--- src/rtl/cola_vend_fsm.sv ---
// Coin-operated cola vending controller: price 2.5 units, accepts 0.5/1.0 coins, one-hot credit FSM.
// Optional dispensed-cola counter output enabled by defining COLA_CNT_EN.
module cola_vend_fsm #(
  parameter int unsigned CNT_W = 8
) (
  input  logic             sys_clk,
  input  logic             sys_rst_n,
  input  logic             pi_money_half,
  input  logic             pi_money_one,
  output logic             po_cola,
`ifdef COLA_CNT_EN
  output logic             po_money,
  output logic [CNT_W-1:0] po_cola_cnt
`else
  output logic             po_money
`endif
);

  localparam int unsigned STATE_W = 5;

  typedef enum logic [STATE_W-1:0] {
    IDLE     = 5'b00001,
    HALF     = 5'b00010,
    ONE      = 5'b00100,
    ONE_HALF = 5'b01000,
    TWO      = 5'b10000
  } state_t;

  state_t     state;
  state_t     state_nxt;
  logic [1:0] pi_money;
  logic       half;
  logic       one;
  logic       cola_nxt;
  logic       money_nxt;

  // Illegal code 2'b11 decodes to neither coin, so it behaves like no coin.
  assign pi_money = {pi_money_one, pi_money_half};
  assign half     = (pi_money == 2'b01);
  assign one      = (pi_money == 2'b10);

  always_ff @(posedge sys_clk or negedge sys_rst_n) begin
    if (!sys_rst_n) begin
      state <= IDLE;
    end else begin
      state <= state_nxt;
    end
  end

  // Next credit state and the pulses generated by the coin sampled this cycle.
  always_comb begin
    state_nxt = state;
    cola_nxt  = 1'b0;
    money_nxt = 1'b0;
    case (state)
      IDLE: begin
        if (half)     state_nxt = HALF;
        else if (one) state_nxt = ONE;
      end
      HALF: begin
        if (half)     state_nxt = ONE;
        else if (one) state_nxt = ONE_HALF;
      end
      ONE: begin
        if (half)     state_nxt = ONE_HALF;
        else if (one) state_nxt = TWO;
      end
      ONE_HALF: begin
        if (half) begin
          state_nxt = TWO;
        end else if (one) begin
          state_nxt = IDLE;
          cola_nxt  = 1'b1;
        end
      end
      TWO: begin
        if (half || one) begin
          state_nxt = IDLE;
          cola_nxt  = 1'b1;
          money_nxt = one;
        end
      end
      default: state_nxt = IDLE;
    endcase
  end

  always_ff @(posedge sys_clk or negedge sys_rst_n) begin
    if (!sys_rst_n) begin
      po_cola  <= 1'b0;
      po_money <= 1'b0;
    end else begin
      po_cola  <= cola_nxt;
      po_money <= money_nxt;
    end
  end

`ifdef COLA_CNT_EN
  // Counts in step with po_cola; wraps naturally at all-ones.
  always_ff @(posedge sys_clk or negedge sys_rst_n) begin
    if (!sys_rst_n) begin
      po_cola_cnt <= '0;
    end else if (cola_nxt) begin
      po_cola_cnt <= po_cola_cnt + CNT_W'(1);
    end
  end
`endif

endmodule

--- config.mk ---
export PLATFORM = sky130hd
export DESIGN_NAME = cola_vend_fsm
export DESIGN_NICKNAME = d
export VERILOG_FILES = /design/src/rtl/cola_vend_fsm.sv
export SDC_FILE = /design/constraint.sdc
export NUM_CORES = 1
export LEC_CHECK = 0
export ABC_AREA = 1
export CAP_MARGIN = 40
export CORE_AREA = 5 5 42 44
export CTS_CLUSTER_SIZE = 40
export DETAILED_ROUTE_END_ITERATION = 10
export DIE_AREA = 0 0 47 49
export MAX_ROUTING_LAYER = met4
export SLEW_MARGIN = 25
export SYNTH_ARGS = -nofsm -noshare
export SYNTH_HDL_FRONTEND = slang
export SYNTH_SLANG_ARGS = --single-unit
--- constraint.sdc ---
create_clock -name sys_clk -period 3.3 [get_ports sys_clk]
set_input_delay 0.495 -clock sys_clk [delete_from_list [all_inputs] [get_ports sys_clk]]
set_output_delay 0.495 -clock sys_clk [all_outputs]
set_load 0.05 [all_outputs]
==> results.tsv, run 1 <==
metric	value	unit
status	completed	
GR Util met1	11.49	%
initial DRC count	10	
synth top area cells	dfrtp_1 34%, nand2_1 13%, nand3_1 10%, inv_1 8.5%, nor2_1 6.8%	
critical path endpoint	po_money	
layout cells sized above 1	10.00	%
R2R cell count	6	
final RePlAce weighted congestion	0.8584	
WP buf/inv	1	
Std-Cell Rows	14	
Syn. warnings	0	
# IOs	6	
CP required	2.80	ns
vias after detailed routing	407	
LEAKAGE	0.2698	nW
reg2reg start	state[4]$_DFFE_PN0P_	
Vias per Instance	4.733	
Initial Util	31.34	%
vias in the first global route	369	
worst path cell trace	clkdlybuf4s50_1	
remaining routing DRC violations	0	
WP data arrival	1.37	ns
routed wire length	841	um
Mapped Area	439.2	um^2
clock sink count	7	
Final Cycle Share	56.53	%
die width	47	um
GR Util met3	1.107	%
HPWL Detailed	686.9	um
GR Util All Layers	9.534	%
setup TNS	0	ns
WL/cell	9.779	um
Setup crit end kind	output pin	
clock root buffer	clkbuf_4	
Die H	49	um
critical path startpoint	po_money$_DFF_PN0_	
setup ws final	1.435	ns
Distinct cells, synth	13	
clock latency on the worst-skew pair	0.26	ns
Worst-Margin Slew	0.4914	ns
n_diodes	0	
post-cts sizing count	0	
Syn Nets	67	
FF+latch count, synth	7	
Reg2Reg Capture Point	state[3]$_DFFE_PN0P_	
GR peak layer	met4	
Pwr Density	614.7	mW/mm^2
dpl ws	1.375	ns
syn avg cell area	7.200	um^2
slowest stage cell on the critical path	clkdlybuf4s50_1	
Final setup viols	0	
RSZ-0062 raised after global routing	no	
CTS Hold Bufs	0	
initial antenna violation count	0	
CTS tree	built	
CP max stage delay	0.79	ns
Util after Layout	38.30	%
final antenna-violating net count	0	
first-pass GRT wire length	1442	um
Total Die Area	0.002303	mm^2
NumNets Final	77	
final hold vios	0	
Levels on crit path	1	
fillcell total	153	
Yosys top cell area share	34.19	%
clock skew	0.005952	ns
CP Launch Type	flop	
CTS Buf Count	3	
H-tree lvl count	1	
input/output buffers	5	
clock-pin slew on the worst setup and hold paths	0.06	ns
max_slew headroom	67.14	%
grt total ovfl	0	
worst hold path class	input port to asynchronous set/reset pin	
Max Fclk	536.1	MHz
cell family with most CP delay	buffers and inverters	
most frequent cells in the layout	15 x nand2_1, 10 x inv_1, 9 x nand3_1, 8 x nor2_1, 6 x dfrtp_1	
Setup CP Type	flop to output pin	
Yosys top cell by area	dfrtp_1	
Global Route met2 Usage	11.31	%
post-synthesis cell count	61	
R2R Setup Slk	2.01	ns
most common library cell in the layout ignoring fill and taps	nand2_1	
fin crit period	1.865	ns
register area share after synthesis	40.17	%
peak supply drop	0.1517	mV
Setup Buffers After CTS	0	
pins over their slew limit	0	
pin count of the biggest net entering global routing	8	
DR pass1 iterations	4	
max_cap viols	0	
core area	0.001401	mm^2
P&R area growth vs syn	22.22	%
largest fanout on the critical path	1	
CTS max path bufs	2	
[worst min-delay path by stage]
stage                                     from                   end  slack [ns]  cells past startpoint
after floorplan                      sys_rst_n     po_cola$_DFF_PN0_        0.20                      0
after global placement    state[4]$_DFFE_PN0P_  state[4]$_DFFE_PN0P_        0.63                      2
after detailed placement  state[4]$_DFFE_PN0P_  state[4]$_DFFE_PN0P_        0.62                      2
after CTS                            sys_rst_n  state[2]$_DFFE_PN0P_        0.49                      1
after global routing                 sys_rst_n  state[2]$_DFFE_PN0P_        0.49                      1
final                                sys_rst_n  state[2]$_DFFE_PN0P_        0.48                      1
[report_power, final]
group | switching [W] | leakage [nW] | internal, W
Clock | 0.0000346 | 0.0177 | 0.0000444
Sequential | 0.0000170 | 0.0927 | 0.000106
Combinational | 0.0000823 | 0.159 | 0.0000459
Total | 0.000134 | 0.270 | 0.000196
[state kept, by name (all words and copies together), names as in the netlist]
| register | cells |
|---|---|
| po_cola | 1 |
| po_money | 1 |
| state | 5 |
[cell type report]
type / instances / area, um^2 / share of cell area [%]
multi-input combinational: 44 / 225.2 / 41.96
sequential: 7 / 176.4 / 32.87
timing repair buffer: 5 / 50.05 / 9.324
inverter: 10 / 37.54 / 6.993
clock buffer: 3 / 22.52 / 4.196
tap: 16 / 20.02 / 3.730
clock inverter: 1 / 5.005 / 0.9324
[synthesized netlist by cell type]
cell type,n
nor3_4,1
o21ai_2,1
dfstp_2,1
nor2_1,8
nand2_1,15
ha_1,2
o21ai_1,1
nand4_1,1
dfrtp_1,6
o22ai_1,2
nand3_1,9
o21ai_0,4
inv_1,10
[metrics by stage]
stage	hold slack (ns)	cells	power [W]	area, um^2
after floorplan	0.1994	61	0.0002226	439.2
after global placement	0.6341	82	0.0002508	509.2
after detailed placement	0.6240	82	0.0002521	509.2
after CTS	0.4910	86	0.0003322	536.8
after global routing	0.4910	86	0.0003627	536.8
final	0.4839	86	0.0003300	536.8
[per-layer routing]
| layer | up-vias | part of all wire [%] |
|---|---|---|
| met3 | 5 | 2.9 |
| li1 | 214 | - |
| met5 | - | 0 |
| met1 | 177 | 44 |
| met2 | 11 | 46 |
| met4 | 0 | 6.7 |
[cells by family (layout without fill, tap and decap cells)]
logic type / Yosys count / count (layout) / share of synthesized area [%]
buffers and inverters: 10 / 19 / 8.548
AO/OA/AOI/OAI: 8 / 8 / 10.54
AND/OR/NAND/NOR: 34 / 34 / 35.04
flip-flops: 7 / 7 / 40.17
adder cells (fa/ha/maj): 2 / 2 / 5.697
Note: power is estimated with default switching activity, not from simulation.
==> inputs of run 2 (changes only) <==
Clock period 3.3 ns to 1.5 ns, I/O delays scaled along.
==> run 2 against run 1 <==
Die area unchanged. Sequential share of layout area down 2.2 points. Worst hold slack worse by 0.26 ns. Critical path depth up 7. First-iteration DRC count down 10%. Sequential power up 120%. Core utilization up 2.8 points. Highest routed layer unchanged.
==> results.tsv, run 2 (synthesis gave the netlist of run 1 again) <==
metric	value	unit	change
status	completed		
LEAKAGE	0.2991	nW	+11%
critical path startpoint	pi_money_half		
largest fanout on the critical path	6		+5
# IOs	6		unchanged
Std-Cell Rows	14		unchanged
Most flops, register	state		
WP data arrival	1.54	ns	+0.17 ns
CTS max path bufs	2		unchanged
GR Util All Layers	9.309	%	-0.23 points
reg2reg start	state[0]$_DFFE_PN1P_		
Final Cycle Share	89.12	%	
P&R area growth vs syn	31.05	%	
CP required	1.70	ns	-1.10 ns
cell total after placement	88		+7.3%
HPWL Detailed	723	um	+5.3%
clock sink count	7		unchanged
clock skew	0.001852	ns	-0.004100 ns
Setup Buffers After CTS	0		unchanged
top flop regs	state: 5 flops, po_cola: 1 flops, po_money: 1 flops		
Final setup viols	0		unchanged
final antenna-violating net count	0		unchanged
NumNets Final	83		+7.8%
most frequent cells in the layout	15 x nand2_1, 10 x inv_1, 9 x nand3_1, 8 x nor2_1, 8 x buf_4		
initial DRC count	9		-1
final RePlAce weighted congestion	0.9024		+5.1%
final hold vios	0		unchanged
routed wire length	877	um	+4.3%
worst path cell trace	clkdlybuf4s50_1 > inv_1 > ha_1 > inv_1 > o21ai_0 > nor2_1 > nand2_1 > inv_1		
die width	47	um	unchanged
CTS Buf Count	3		unchanged
max_slew headroom	78.89	%	+12 points
Die H	49	um	unchanged
slowest stage cell on the critical path	clkdlybuf4s50_1		
WL/cell	9.533	um	-2.5%
core area	0.001401	mm^2	unchanged
clock root buffer	clkbuf_4		
post-cts sizing count	0		unchanged
first-pass GRT wire length	1483	um	+2.8%
remaining routing DRC violations	0		unchanged
Worst-Margin Slew	0.3155	ns	-0.1759 ns
Util after Layout	41.07	%	+2.8 points
Setup CP Type	input port to flop		
max FFs per register	5		unchanged
final hold slack	0.2244	ns	-0.2596 ns
vias in the first global route	382		+3.5%
fin crit period	1.337	ns	
most frequent CP cell	inv_1		
Setup crit end kind	flop		
Layout Cells excl Fill	92		+7.0%
CP Launch Type	input port		
H-tree lvl count	1		unchanged
Initial Util	31.34	%	unchanged
peak supply drop	0.4068	mV	+170%
Max Fclk	748.0	MHz	
max_cap viols	0		unchanged
CP max stage delay	0.47	ns	-0.32 ns
DR pass1 iterations	4		unchanged
vias after detailed routing	433		+6.4%
worst hold path class	input port to asynchronous set/reset pin		
RSZ-0062 raised after global routing	no		
CTS Hold Bufs	0		unchanged
PnR Total Power	0.0007413	W	+120%
R2R cell count	7		+1
n_diodes	0		unchanged
pins over their slew limit	0		unchanged
grt total ovfl	0		unchanged
initial antenna violation count	0		unchanged
Vias per Instance	4.707		-0.55%
clock-pin slew on the worst setup and hold paths	0.05	ns	about the same
layout cells sized above 1	18.42	%	+8.4 points
Total Die Area	0.002303	mm^2	unchanged
most common library cell in the layout ignoring fill and taps	nand2_1		
CTS tree	built		
pin count of the biggest net entering global routing	8		unchanged
Pwr Density	1288	mW/mm^2	+110%
clock latency on the worst-skew pair	0.25	ns	about the same
input/output buffers	5		unchanged
run 2: power by group:
| part | total (W) | leakage, nW | internal (W) | switching [W] |
|---|---|---|---|---|
| clock | 0.000173 | 0.0150 | 0.000102 | 0.0000712 |
| combinational | 0.000297 | 0.191 | 0.000113 | 0.000184 |
| sequential | 0.000271 | 0.0927 | 0.000233 | 0.0000385 |
run 2: per-layer routing:
layer / vias to the layer above / part of all wire, % / global-route usage [%]
li1: 227 / - / -
met1: 196 / 46 / 10.34
met2: 7 / 48 / 13.12
met3: 3 / 1.9 / 1.107
met4: 0 / 3.3 / 9.677
met5: - / 0 / -
run 2: path summary, 6_finish.rpt:
kind | slack (ns) | end
worst max-delay path | 0.16 | state[0]$_DFFE_PN1P_
worst min-delay path | 0.22 | state[2]$_DFFE_PN0P_
worst max register to register | 0.25 | state[3]$_DFFE_PN0P_
worst min register to register | 0.62 | state[4]$_DFFE_PN0P_
max in group asynchronous | 0.99 | state[0]$_DFFE_PN1P_
min in group sys_clk | 0.62 | state[4]$_DFFE_PN0P_
run 2: area by class of cell:
type	instances	area [um^2]
flip-flops and latches	7	176.4
multi-input cells	44	225.2
inverters	10	37.54
well taps	16	20.02
clock buffers	4	26.28
repair buffers	11	90.09
fillers	151	825.8
run 2: worst max-delay path, delay by kind of cell:
family / cells / cell delay [ns]
fa+ha+maj: 1 / 0.33
simple gates: 2 / 0.15
buf+inv: 4 / 0.72
compound gates: 1 / 0.11
run 2: through the flow:
stage,setup slack [ns],cell area [um^2],TNS (ns)
global placement,-0.06450,549.3,-0.1051
detailed placement,-0.1065,549.3,-0.1570
finish,0.1632,575.6,0
floorplan,0.3338,439.2,0
global route,0.04639,575.6,0
CTS,0.1624,575.6,0
